**src/rtl/mano_core_param.sv**
```systemverilog
// mano_core_param: parametrised accumulator CPU with embedded control
// sequencer, word-addressed memory and a load/readback port.
`timescale 1ns/1ps
module mano_core_param #(
    parameter int ADDR_W = 4
) (
    input  logic              CLK,
    input  logic              CLR,
    input  logic              START,
    input  logic              LD_EN,
    input  logic [ADDR_W-1:0] LD_ADDR,
    input  logic [ADDR_W+3:0] LD_DATA,
    output logic [ADDR_W+3:0] RD_DATA,
    output logic [ADDR_W+3:0] AC,
    output logic              E,
    output logic [ADDR_W-1:0] PC,
    output logic [ADDR_W+3:0] IR,
    output logic [2:0]        SC,
    output logic              RUN,
    output logic              HALT
);

    localparam int DATA_W = ADDR_W + 4;
    localparam int DEPTH  = 1 << ADDR_W;

    typedef enum logic [2:0] {
        T0 = 3'd0,
        T1 = 3'd1,
        T2 = 3'd2,
        T3 = 3'd3,
        T4 = 3'd4,
        T5 = 3'd5,
        T6 = 3'd6
    } sc_e;

    typedef enum logic [2:0] {
        OP_AND = 3'd0,
        OP_ADD = 3'd1,
        OP_LDA = 3'd2,
        OP_STA = 3'd3,
        OP_BUN = 3'd4,
        OP_BSA = 3'd5,
        OP_ISZ = 3'd6,
        OP_REG = 3'd7
    } op_e;

    sc_e               sc_q, sc_d;
    logic [ADDR_W-1:0] ar_q, ar_d;
    logic [ADDR_W-1:0] pc_q, pc_d;
    logic [DATA_W-1:0] dr_q, dr_d;
    logic [DATA_W-1:0] ac_q, ac_d;
    logic [DATA_W-1:0] ir_q, ir_d;
    logic              e_q, e_d;
    logic              i_q, i_d;
    logic              run_q, run_d;
    logic              halt_q, halt_d;

    logic [DATA_W-1:0] mem_q [DEPTH];
    logic              mem_we;
    logic [ADDR_W-1:0] mem_waddr;
    logic [DATA_W-1:0] mem_wdata;
    logic [DATA_W-1:0] mem_ar;
    logic [DATA_W:0]   sum;
    op_e               op;

    assign mem_ar  = mem_q[ar_q];
    assign RD_DATA = mem_q[LD_ADDR];
    assign op      = op_e'(ir_q[DATA_W-2 -: 3]);
    assign sum     = {1'b0, ac_q} + {1'b0, dr_q};

    always_comb begin
        sc_d      = sc_q;
        ar_d      = ar_q;
        pc_d      = pc_q;
        dr_d      = dr_q;
        ac_d      = ac_q;
        ir_d      = ir_q;
        e_d       = e_q;
        i_d       = i_q;
        run_d     = run_q;
        halt_d    = halt_q;
        mem_we    = 1'b0;
        mem_waddr = ar_q;
        mem_wdata = ac_q;
        if (!run_q) begin
            // a load in the START cycle lands before the first fetch
            if (LD_EN) begin
                mem_we    = 1'b1;
                mem_waddr = LD_ADDR;
                mem_wdata = LD_DATA;
            end
            if (START) begin
                run_d  = 1'b1;
                halt_d = 1'b0;
                sc_d   = T0;
            end
        end else begin
            unique case (sc_q)
                T0: begin
                    ar_d = pc_q;
                    sc_d = T1;
                end
                T1: begin
                    ir_d = mem_ar;
                    pc_d = pc_q + 1'b1;
                    sc_d = T2;
                end
                T2: begin
                    ar_d = ir_q[ADDR_W-1:0];
                    i_d  = ir_q[DATA_W-1];
                    sc_d = T3;
                end
                T3: begin
                    if (op != OP_REG) begin
                        if (i_q) ar_d = mem_ar[ADDR_W-1:0];
                        sc_d = T4;
                    end else begin
                        sc_d = T0;
                        if (!i_q) begin
                            unique case (ir_q[3:0])
                                4'd0:  ac_d = '0;
                                4'd1:  e_d = 1'b0;
                                4'd2:  ac_d = ~ac_q;
                                4'd3:  e_d = ~e_q;
                                4'd4:  {ac_d, e_d} = {e_q, ac_q};
                                4'd5:  {e_d, ac_d} = {ac_q, e_q};
                                4'd6:  ac_d = ac_q + 1'b1;
                                4'd7:  if (!ac_q[DATA_W-1]) pc_d = pc_q + 1'b1;
                                4'd8:  if (ac_q[DATA_W-1]) pc_d = pc_q + 1'b1;
                                4'd9:  if (ac_q == '0) pc_d = pc_q + 1'b1;
                                4'd10: if (!e_q) pc_d = pc_q + 1'b1;
                                4'd11: begin
                                    run_d  = 1'b0;
                                    halt_d = 1'b1;
                                end
                                default: ;
                            endcase
                        end
                    end
                end
                T4: begin
                    sc_d = T5;
                    unique case (op)
                        OP_AND, OP_ADD, OP_LDA, OP_ISZ: dr_d = mem_ar;
                        OP_STA: begin
                            mem_we = 1'b1;
                            sc_d   = T0;
                        end
                        OP_BUN: begin
                            pc_d = ar_q;
                            sc_d = T0;
                        end
                        OP_BSA: begin
                            mem_we    = 1'b1;
                            mem_wdata = {{(DATA_W-ADDR_W){1'b0}}, pc_q};
                            ar_d      = ar_q + 1'b1;
                        end
                        default: sc_d = T0;
                    endcase
                end
                T5: begin
                    sc_d = T0;
                    unique case (op)
                        OP_AND: ac_d = ac_q & dr_q;
                        OP_ADD: {e_d, ac_d} = sum;
                        OP_LDA: ac_d = dr_q;
                        OP_BSA: pc_d = ar_q;
                        OP_ISZ: begin
                            dr_d = dr_q + 1'b1;
                            sc_d = T6;
                        end
                        default: ;
                    endcase
                end
                T6: begin
                    mem_we    = 1'b1;
                    mem_wdata = dr_q;
                    if (dr_q == '0) pc_d = pc_q + 1'b1;
                    sc_d = T0;
                end
                default: sc_d = T0;
            endcase
        end
    end

    always_ff @(posedge CLK or posedge CLR) begin
        if (CLR) begin
            sc_q   <= T0;
            ar_q   <= '0;
            pc_q   <= '0;
            dr_q   <= '0;
            ac_q   <= '0;
            ir_q   <= '0;
            e_q    <= 1'b0;
            i_q    <= 1'b0;
            run_q  <= 1'b0;
            halt_q <= 1'b0;
        end else begin
            sc_q   <= sc_d;
            ar_q   <= ar_d;
            pc_q   <= pc_d;
            dr_q   <= dr_d;
            ac_q   <= ac_d;
            ir_q   <= ir_d;
            e_q    <= e_d;
            i_q    <= i_d;
            run_q  <= run_d;
            halt_q <= halt_d;
        end
    end

    // CLR forces run_q low, so no processor write can complete under reset
    always_ff @(posedge CLK) begin
        if (mem_we) mem_q[mem_waddr] <= mem_wdata;
    end

    assign AC   = ac_q;
    assign E    = e_q;
    assign PC   = pc_q;
    assign IR   = ir_q;
    assign SC   = sc_q;
    assign RUN  = run_q;
    assign HALT = halt_q;

endmodule

```
**config.mk**
```make
export PLATFORM = sky130hd
export DESIGN_NAME = mano_core_param
export DESIGN_NICKNAME = d
export VERILOG_FILES = /design/src/rtl/mano_core_param.sv
export SDC_FILE = /design/constraint.sdc
export NUM_CORES = 1
export LEC_CHECK = 0
export ABC_AREA = 0
export BUFFER_PORTS_ARGS = -buffer_cell sky130_fd_sc_hd__clkbuf_2
export CAP_MARGIN = 5
export CORE_UTILIZATION = 45
export CTS_CLUSTER_SIZE = 28
export DETAILED_ROUTE_END_ITERATION = 10
export GPL_ROUTABILITY_DRIVEN = 0
export RECOVER_POWER = 100
export REMOVE_ABC_BUFFERS = 1
export SETUP_SLACK_MARGIN = 0.02
export SKIP_LAST_GASP = 1
export SLEW_MARGIN = 20
export SYNTH_ARGS = -nofsm -noshare
export SYNTH_HDL_FRONTEND = slang
export SYNTH_SLANG_ARGS = --single-unit
```
**constraint.sdc**
```tcl
create_clock -name CLK -period 2.8 [get_ports CLK]
set_input_delay 0.42 -clock CLK [delete_from_list [all_inputs] [get_ports CLK]]
set_output_delay 0.42 -clock CLK [all_outputs]
set_load 0.02 [all_outputs]
```
## Word-level counts from Yosys, hierarchy flattened

Memory sizes are Yosys's and may differ from the RTL's.
Index checks and enable logic that the tools add are counted.

| cells by class | value |
|---|---|
| $add $sub $neg | 5 |
| equality and inequality tests | 47 |
| mux-type cells | 58 |
| bitwise logic cells | 3 |
| reductions and logical operators | 21 |

Operator list:

| cell | number |
|---|---|
| 2-to-1 mux 4 bit | 14 |
| 2-to-1 mux 8 bit | 7 |
| one-hot mux 8 bit (2 select lines) | 3 |
| one-hot mux 8 bit (5 select lines) | 1 |
| one-hot mux 4 bit (4 select lines) | 2 |
| one-hot mux 8 bit (3 select lines) | 1 |
| 2-to-1 mux 1 bit | 20 |
| one-hot mux 4 bit (5 select lines) | 1 |
| == test 3 bit, second input constant | 6 |
| inequality test 2 bit, second input constant | 9 |
| one-hot mux 3 bit (6 select lines) | 1 |
| adder 8 x 1 -> 8 bit, second input constant | 2 |
| == test 4 x 3 -> 1 bit, second input constant | 4 |
| == test 4 bit, second input constant | 4 |
| zero test 8 bit | 2 |
| 2-to-1 mux 3 bit | 5 |
| inequality test 3 bit, second input constant | 5 |
| == test 3 x 2 -> 1 bit, second input constant | 4 |
| inequality test 2 x 1 -> 1 bit, second input constant | 6 |
| AND reduction 12 bit | 1 |
| AND reduction 6 bit | 2 |
| AND reduction 5 bit | 2 |
| adder 8 x 8 -> 9 bit | 1 |
| adder 4 x 1 -> 4 bit, second input constant | 2 |
| other kinds (22) | 29 |

| word-level totals | value |
|---|---|
| bits in registers | 39 |
| RAM bits | 128 |
| output and inout bits | 34 |
| word-level logic and storage cells | 145 |
| memories | 1 |

Memories:

| name | words | bits a word | rd ports | clocked after Yosys merged registers in | write ports | RTL line | source |
|---|---|---|---|---|---|---|---|
| mem_q | 16 | 8 | 2 | 0 | 1 | 58 | `logic [DATA_W-1:0] mem_q [DEPTH];` |

## Depth between registers and ports, before layout

Gate-level depths: netlist of run 1.

| logic depth | value |
|---|---|
| word-level depth | 7 |
| mapped depth | 8 |

## Least setup slack after synthesis of run 1

Ideal clock, no wire load.

| timing | value |
|---|---|
| kind | input-to-output |
| start point | input LD_ADDR[0] |
| end point | output RD_DATA[0] |
| arrival | 2.023 ns |
| required time | 2.380 ns |
| path slack | 0.357 ns |
| stages | 4 |
| buffers on the path | 2 |
| cell sequence | buf_2 -> buf_2 -> mux4_2 -> mux4_2 |

| between the ends | value |
|---|---|
| longest elaborated chain between the ends | 1 |

Ends and longest elaborated chain:

| element | RTL line | source |
|---|---|---|
| from (decl) | 11 | `input logic [ADDR_W-1:0] LD_ADDR,` |
| memory (16 x 8 bit) | -- |  |
| to (decl) | 13 | `output logic [ADDR_W+3:0] RD_DATA,` |

Every way passes these cells.

## Final worst setup path of run 1

| timing | value |
|---|---|
| start point | input LD_ADDR[0] |
| end point | output RD_DATA[3] |

The elaborated chain is that of the path after synthesis.

==> results of run 1 <==
==> stage by stage <==
| step | hold WS (ps) | utilization |
|---|---|---|
| finish | 99.5 | 0.524 |
| global placement | 515 | 0.506 |
| global route | 163 | 0.524 |
| detailed placement | 513 | 0.506 |
| CTS | 109 | 0.532 |
| floorplan | 493 | - |
==> metal layers <==
metal,track usage,vias to the layer above,share of wire
li1,-,3071,-
met1,0.330,3457,0.41
met2,0.416,315,0.50
met3,0.0333,52,0.063
met4,0.106,0,0.031
met5,0,-,0
==> logic make-up after synthesis <==
kind of cell,synth area share
xor gates and xnor gates,0.00917
muxes,0.213
DFF,0.505
adders and majority gates,0.0204
AOI/OAI and AO/OA,0.120
buffers and inverters,0.0337
and+or+nand+nor,0.0995
==> flip-flops by register name, summed over array words and instances (netlist names) <==
signal / count
E: 1
PC: 4
HALT: 1
RUN: 1
mem_q: 128
dr_q: 8
SC: 3
i_q: 1
ar_q: 4
IR: 8
AC: 8
==> critical path: cells and delay by family <==
family / cells / cell delay [ps]
buf+inv: 3 / 660
mux: 2 / 1080
==> layout by cell type (no fill, tap or decap), types with 25 or more instances in the layout <==
| cell | n |
|---|---|
| edfxtp_1 | 128 |
| mux4_2 | 72 |
| a21oi_1 | 54 |
| nand2_1 | 54 |
| nor2_1 | 54 |
| clkbuf_1 | 52 |
| o21ai_0 | 43 |
| dfrtp_1 | 39 |
| clkbuf_2 | 31 |
| mux2i_1 | 25 |
==> area by class of cell <==
cell class	instances	area, um^2	area share
Inverter	14	52.6	0.00490
Sequential cell	167	4820	0.449
Timing Repair Buffer	109	587	0.0547
Clock buffer	17	425	0.0396
Multi-Input combinational cell	501	4400	0.409
Tap cell	270	338	0.0315
Clock inverter	14	118	0.0110
==> power groups by stage <==
stage / clock (mW) / combinational (mW) / sequential (mW)
floorplan: 0 / 2.78 / 4.11
global placement: 0 / 4.73 / 3.76
detailed placement: 0 / 4.82 / 3.78
CTS: 2.22 / 4.84 / 3.73
global route: 2.31 / 5.15 / 3.79
finish: 2.18 / 4.72 / 3.75
==> worst paths after layout <==
check | from | endpoint | slack, ps | depth (start not counted)
max | LD_ADDR[0] | RD_DATA[3] | 200 | 5
max in group asynchronous | CLR | AC[0] | 2330 | 3
min in group CLK | START | HALT | 240 | 2
min reg2reg | IR[7] | IR[7] | 520 | 2
max reg2reg | RUN | mem_q[14][6] | 240 | 6
min | CLR | SC[1] | 100 | 3
==> results.cfg, run 1 <==
[layout]
fillers = 1792
nets = 841
drive_gt1_frac = 0.219
area_growth_pct = 12.5
n_antenna_cell = 0
final_cells = 1092
final_area_um2 = 10700

[synthesis]
yosys_most_used_dff = edfxtp_1
netlist_top_cells_area = edfxtp_1, mux4_2, dfrtp_1
synth_area_leader_cell = edfxtp_1
synth_edf_count = 128
synth_area_per_cell_um2 = 12.9
yosysWarnings = 0
synthArstFlopShare = 0.234
syn_inst = 740
yosysMostFrequentCell = edfxtp_1
syn_area_um2 = 9550
yosys.area.top_type_share = 0.403
synth.distinct_cells = 68
synth_common_cells = edfxtp_1, mux4_2, nand2_1, nor2_1, a21oi_1
ys_ff_latch = 167
ys_seq_area_frac = 0.505

[pwr]
pwr-share-clk = 0.204
comb_power_share = 0.444
p_per_area_nw_per_um2 = 991
fin_total_pwr_mw = 10.6
leakagePower_nw = 3.73
p_int_mw = 6.27
switching_share = 0.411
p_switching_mw = 4.37
ir_worst_vdd_mv = 0.448
power_frac_seq = 0.352

[setup_path]
required_ps = 2380
crit_slowest_cell = mux4_2
cp_common_cell = mux4_2
crit_type = input pin to output pin
worstPathMaxFanout = 36
cp_data_arrival_time_ps = 2180
end_kind = output pin
max_stage_delay_ps = 580
startpoint_type = input pin
crit_chain = clkbuf_2 > buf_6 > mux4_2 > mux4_2 > clkbuf_1

[placement]
pre_cts_slack_ps = 317
io_buffers = 49
placed_cells = 1061
placed_area_um2 = 10400
dp_hpwl_um = 18000

[floorplan]
die_y_um = 148
die_x_um = 148
ios = 50
core_area_um2 = 20500
row_count = 52
start_util = 0.466
die_area_um2 = 21800

[detailed_routing]
vias_per_cell = 6.31
drt_wl_total_um = 26000
antenna_left = 0
num_vias = 6895
firstDrtPassIters = 7
first_iter_violations = 628
drc = 0
routedWlPerCell_um = 23.9

[clocking]
clock_latency_ps = 430
cts_resized = 0
cts_root_buf = clkbuf_16
cts_tree = built
clkTransAtPathRegs_ps = 70
htree_levels = 4
cts_made_buffers = 17
clock-sinks = 167
hold_buffers = 0
cts_setup_buffers = 0
clockBufferDepth = 2

[timing]
relSlewSlack = 0.306
fin_skew_ps = 17.7
fin_crit_sh = 0.927
max_freq_mhz = 385
hold_violations = 0
finalWorstPathRequiredPeriod_ps = 2600
worstMarginPinSlew_ps = 1030
rsz0062_at_grt = false
setup_ws_ps = 205
setup-tns-final_ps = 0
final-setup-viol-count = 0
final_max_slew_viol_count = 0

[outcome]
status = finished clean

[job]
maxCapViolCount = 0

[grt]
track_usage = 0.250
grt_pass1_wl_um = 40300
grt_overflow_total = 0
grt_pass1_vias = 6993
grt_max_degree = 40
antenna_found_initial = 0

[min_path]
worstHoldPathType = input pin to asynchronous set/reset pin
Note: power is estimated with default switching activity, not from simulation.
==> run 2, diff against run 1 <==
Settings changed: CORE_ASPECT_RATIO set to 0.6, RECOVER_POWER 100 to 25.
==> results.cfg, run 2 (synthesis gave the netlist of run 1 again) <==
[floorplan]
die_area_um2 = 21800
row_count = 40
core_area_um2 = 20400
die_x_um = 190
start_util = 0.469
ios = 50
die_y_um = 115

[timing]
final-setup-viol-count = 0
finalWorstPathRequiredPeriod_ps = 2620
worst_hold_slack_ps = 115
max_freq_mhz = 381
rsz0062_at_grt = false
fin_crit_sh = 0.936
relSlewSlack = 0.449
fin_skew_ps = 15.7
hold_violations = 0
setup-tns-final_ps = 0
final_max_slew_viol_count = 0
worstMarginPinSlew_ps = 826

[setup_path]
critPathTopFamily = buffers and inverters
cp_data_arrival_time_ps = 2760
r2r_cells = 7
startpoint_type = flip-flop
cp_common_cell = o21ai_0
worstPathMaxFanout = 16
crit_chain = nand2b_1 > nor2_1 > o21ai_0 > buf_4 > o21ai_0 > o21ai_0 > clkbuf_1
crit_slowest_cell = clkbuf_1
required_ps = 2940
crit_type = flip-flop to flip-flop
max_stage_delay_ps = 560
end_kind = flip-flop
path_buf_inv = 2
cp.depth = 7

[layout]
multiInputGateArea_um2 = 4410
n_antenna_cell = 0
nets = 853
final_common_cell = edfxtp_1
area_growth_pct = 15.2
layout_common_cells = edfxtp_1, mux4_2, buf_4
largest_reg_flops = 128
fillers = 1675
seqCellArea_um2 = 4820
top_register = mem_q
drive_gt1_frac = 0.262

[pwr]
pwr-share-clk = 0.220
ir_worst_vdd_mv = 0.593
power_frac_seq = 0.341
p_per_area_nw_per_um2 = 1020
comb_power_share = 0.438
p_switching_mw = 4.62
leakagePower_nw = 3.91
p_int_mw = 6.62
switching_share = 0.411
fin_total_pwr_mw = 11.2

[clocking]
clock-sinks = 167
clock_latency_ps = 440
cts_root_buf = clkbuf_16
htree_levels = 4
clkTransAtPathRegs_ps = 70
cts_made_buffers = 17
cts_resized = 0
clockBufferDepth = 2
hold_buffers = 0
cts_tree = built
cts_setup_buffers = 0

[grt]
antenna_found_initial = 0
grt_pass1_vias = 6739
track_usage = 0.271
grt_pass1_wl_um = 42900
grt_overflow_total = 0
grt_max_degree = 37

[detailed_routing]
drc = 0
routedWlPerCell_um = 25.6
num_vias = 7157
antenna_left = 0
first_iter_violations = 785
vias_per_cell = 6.46
drt_wl_total_um = 28400
firstDrtPassIters = 6

[outcome]
status = finished clean

[placement]
io_buffers = 49
dp_hpwl_um = 20700

[min_path]
worstHoldPathType = input pin to asynchronous set/reset pin

[job]
maxCapViolCount = 0
-- run 2: area by class of cell --
cell class / count / area share
Timing Repair Buffer: 121 / 0.0685
Inverter: 14 / 0.00478
Sequential cell: 167 / 0.438
Clock buffer: 17 / 0.0387
Tap cell: 273 / 0.0311
Multi-Input combinational cell: 501 / 0.401
Clock inverter: 15 / 0.0174
-- run 2: per-stage QoR --
stage	utilization	cell area [um^2]	std cells	setup slack (ps)
after detailed placement	0.513	10400	1076	281
after global routing	0.540	11000	1108	85.8
final	0.540	11000	1108	179
after CTS	0.543	11100	1108	287
after global placement	0.513	10400	1076	318
after floorplan	-	9280	682	-175
-- run 2: power groups by stage --
stage	Clock, mW	Sequential (mW)	Combinational [mW]
floorplan	0	4.11	2.78
global placement	0	3.85	4.79
detailed placement	0	3.86	4.90
CTS	2.50	3.81	4.92
global route	2.59	3.89	5.33
finish	2.47	3.84	4.93
-- run 2: final timing paths --
check                      start     endpoint  slack (ps)
max                        IR[5]  mem_q[8][0]         180
min                          CLR            E         120
max reg2reg                IR[5]  mem_q[8][0]         180
min reg2reg                 HALT         HALT         540
max in group asynchronous    CLR      ar_q[0]        1430
min in group CLK           START        SC[1]         220
-- run 2: metal layers --
layer,track usage,up-vias,share of wire
met4,0.0554,0,0.011
met5,0,-,0
met2,0.351,392,0.40
met3,0.108,28,0.13
li1,-,3087,-
met1,0.419,3650,0.46
==> run 3, diff against run 2 <==
Settings changed: CORE_UTILIZATION 45 to 50, PLACE_DENSITY set to 0.67.
==> results.cfg, run 3 (synthesis gave the netlist of run 1 again) <==
[outcome]
status = finished clean

[layout]
layout_common_cells = edfxtp_1, mux4_2, nand2_1, nor2_1, buf_4
final_common_cell = edfxtp_1
final_cells = 1071
area_growth_pct = 14.1
utilization = 0.593
largest_reg_flops = 128
drive_gt1_frac = 0.265
final_area_um2 = 10900
top_register = mem_q
n_antenna_cell = 0
nets = 849

[grt]
grt_max_degree = 37
antenna_found_initial = 0
grt_pass1_vias = 6936
track_usage = 0.295
grt_pass1_wl_um = 42300
grt_overflow_total = 0

[timing]
finalWorstPathRequiredPeriod_ps = 2590
setup_ws_ps = 210
relSlewSlack = 0.444
worstMarginPinSlew_ps = 834
final-setup-viol-count = 0
hold_violations = 0
worst_hold_slack_ps = 113
final_max_slew_viol_count = 0
rsz0062_at_grt = false
max_freq_mhz = 386
setup-tns-final_ps = 0
fin_crit_sh = 0.925
fin_skew_ps = 7.87

[placement]
dp_hpwl_um = 19600
pre_cts_slack_ps = 153
placed_area_um2 = 10400
io_buffers = 49
placed_cells = 1039

[setup_path]
crit_slowest_cell = clkbuf_1
required_ps = 2930
cp_data_arrival_time_ps = 2720
worstPathMaxFanout = 16
path_buf_inv = 2
cp_common_cell = clkbuf_1
critPathTopFamily = buffers and inverters
end_kind = flip-flop
crit_chain = nand2b_1 > nor2_1 > o21ai_0 > clkbuf_1 > a221oi_1 > a21oi_1 > clkbuf_1
max_stage_delay_ps = 580
startpoint_type = flip-flop
crit_type = flip-flop to flip-flop

[clocking]
cts_root_buf = clkbuf_16
clockBufferDepth = 2
clock_latency_ps = 440
clock-sinks = 167
htree_levels = 4
cts_tree = built
clkTransAtPathRegs_ps = 70
hold_buffers = 0
cts_made_buffers = 17

[pwr]
leakagePower_nw = 3.87
fin_total_pwr_mw = 11.1
p_per_area_nw_per_um2 = 1020
ir_worst_vdd_mv = 0.545

[floorplan]
start_util = 0.520
die_area_um2 = 19700
row_count = 38
die_y_um = 109
die_x_um = 180
ios = 50
core_area_um2 = 18400

[min_path]
worstHoldPathType = input pin to asynchronous set/reset pin

[detailed_routing]
drc = 0
firstDrtPassIters = 6
num_vias = 7279
vias_per_cell = 6.80
first_iter_violations = 955
routedWlPerCell_um = 25.9
antenna_left = 0
drt_wl_total_um = 27800

[job]
maxCapViolCount = 0
## run 3: cell count changes in the layout (fill, tap and decap cells not counted), moves of 2 or more
cell       delta
buf_4         -5
a21oi_1       -3
clkbuf_2      +2
a21oi_2       +3
inv_6         +2
bufinv_16     -2
## run 3: layer usage
metal	vias up	wire, um	GRT usage
met2	487	11700	0.412
met5	-	0	0.00500
met3	48	3490	0.0741
li1	3094	-	-
met1	3650	12000	0.447
met4	0	483	0.0958
## run 3: worst register-to-register path, stage by stage (launching register included)
cell      delay (ps)
dfrtp_1          550
nand2b_1         190
nor2_1            50
o21ai_0          390
clkbuf_1         270
a221oi_1         110
a21oi_1          150
clkbuf_1         580
## run 3: layout make-up
type | count | area, um^2
clock buffers | 17 | 425
repair buffers | 117 | 722
inverters | 14 | 52.6
fillers | 1460 | 7460
multi-input cells | 501 | 4420
clock inverters | 15 | 144
well taps | 240 | 300
flip-flops and latches | 167 | 4820
## run 3: power by group
| group | switching (mW) | internal (mW) |
|---|---|---|
| Clock | 1.07 | 1.24 |
| Sequential | 0.570 | 3.19 |
| Combinational | 3.00 | 2.01 |
## run 3: what timing repair did
| item | in CTS | in global routing |
|---|---|---|
| gates resized for setup | 0 | 2 |
| setup buffers | 0 | 0 |
| setup endpoints to repair | 0 | 5 |
## run 3: path summary, 6_finish.rpt
check / startpoint / end / slack, ps / cells after the start
min: CLR / HALT / 110 / 2
min in group CLK: START / SC[1] / 250 / 2
max reg2reg: IR[5] / mem_q[10][5] / 210 / 7
max: IR[5] / mem_q[10][5] / 210 / 7
min reg2reg: AC[3] / AC[3] / 550 / 2
max in group asynchronous: CLR / IR[4] / 1550 / 3
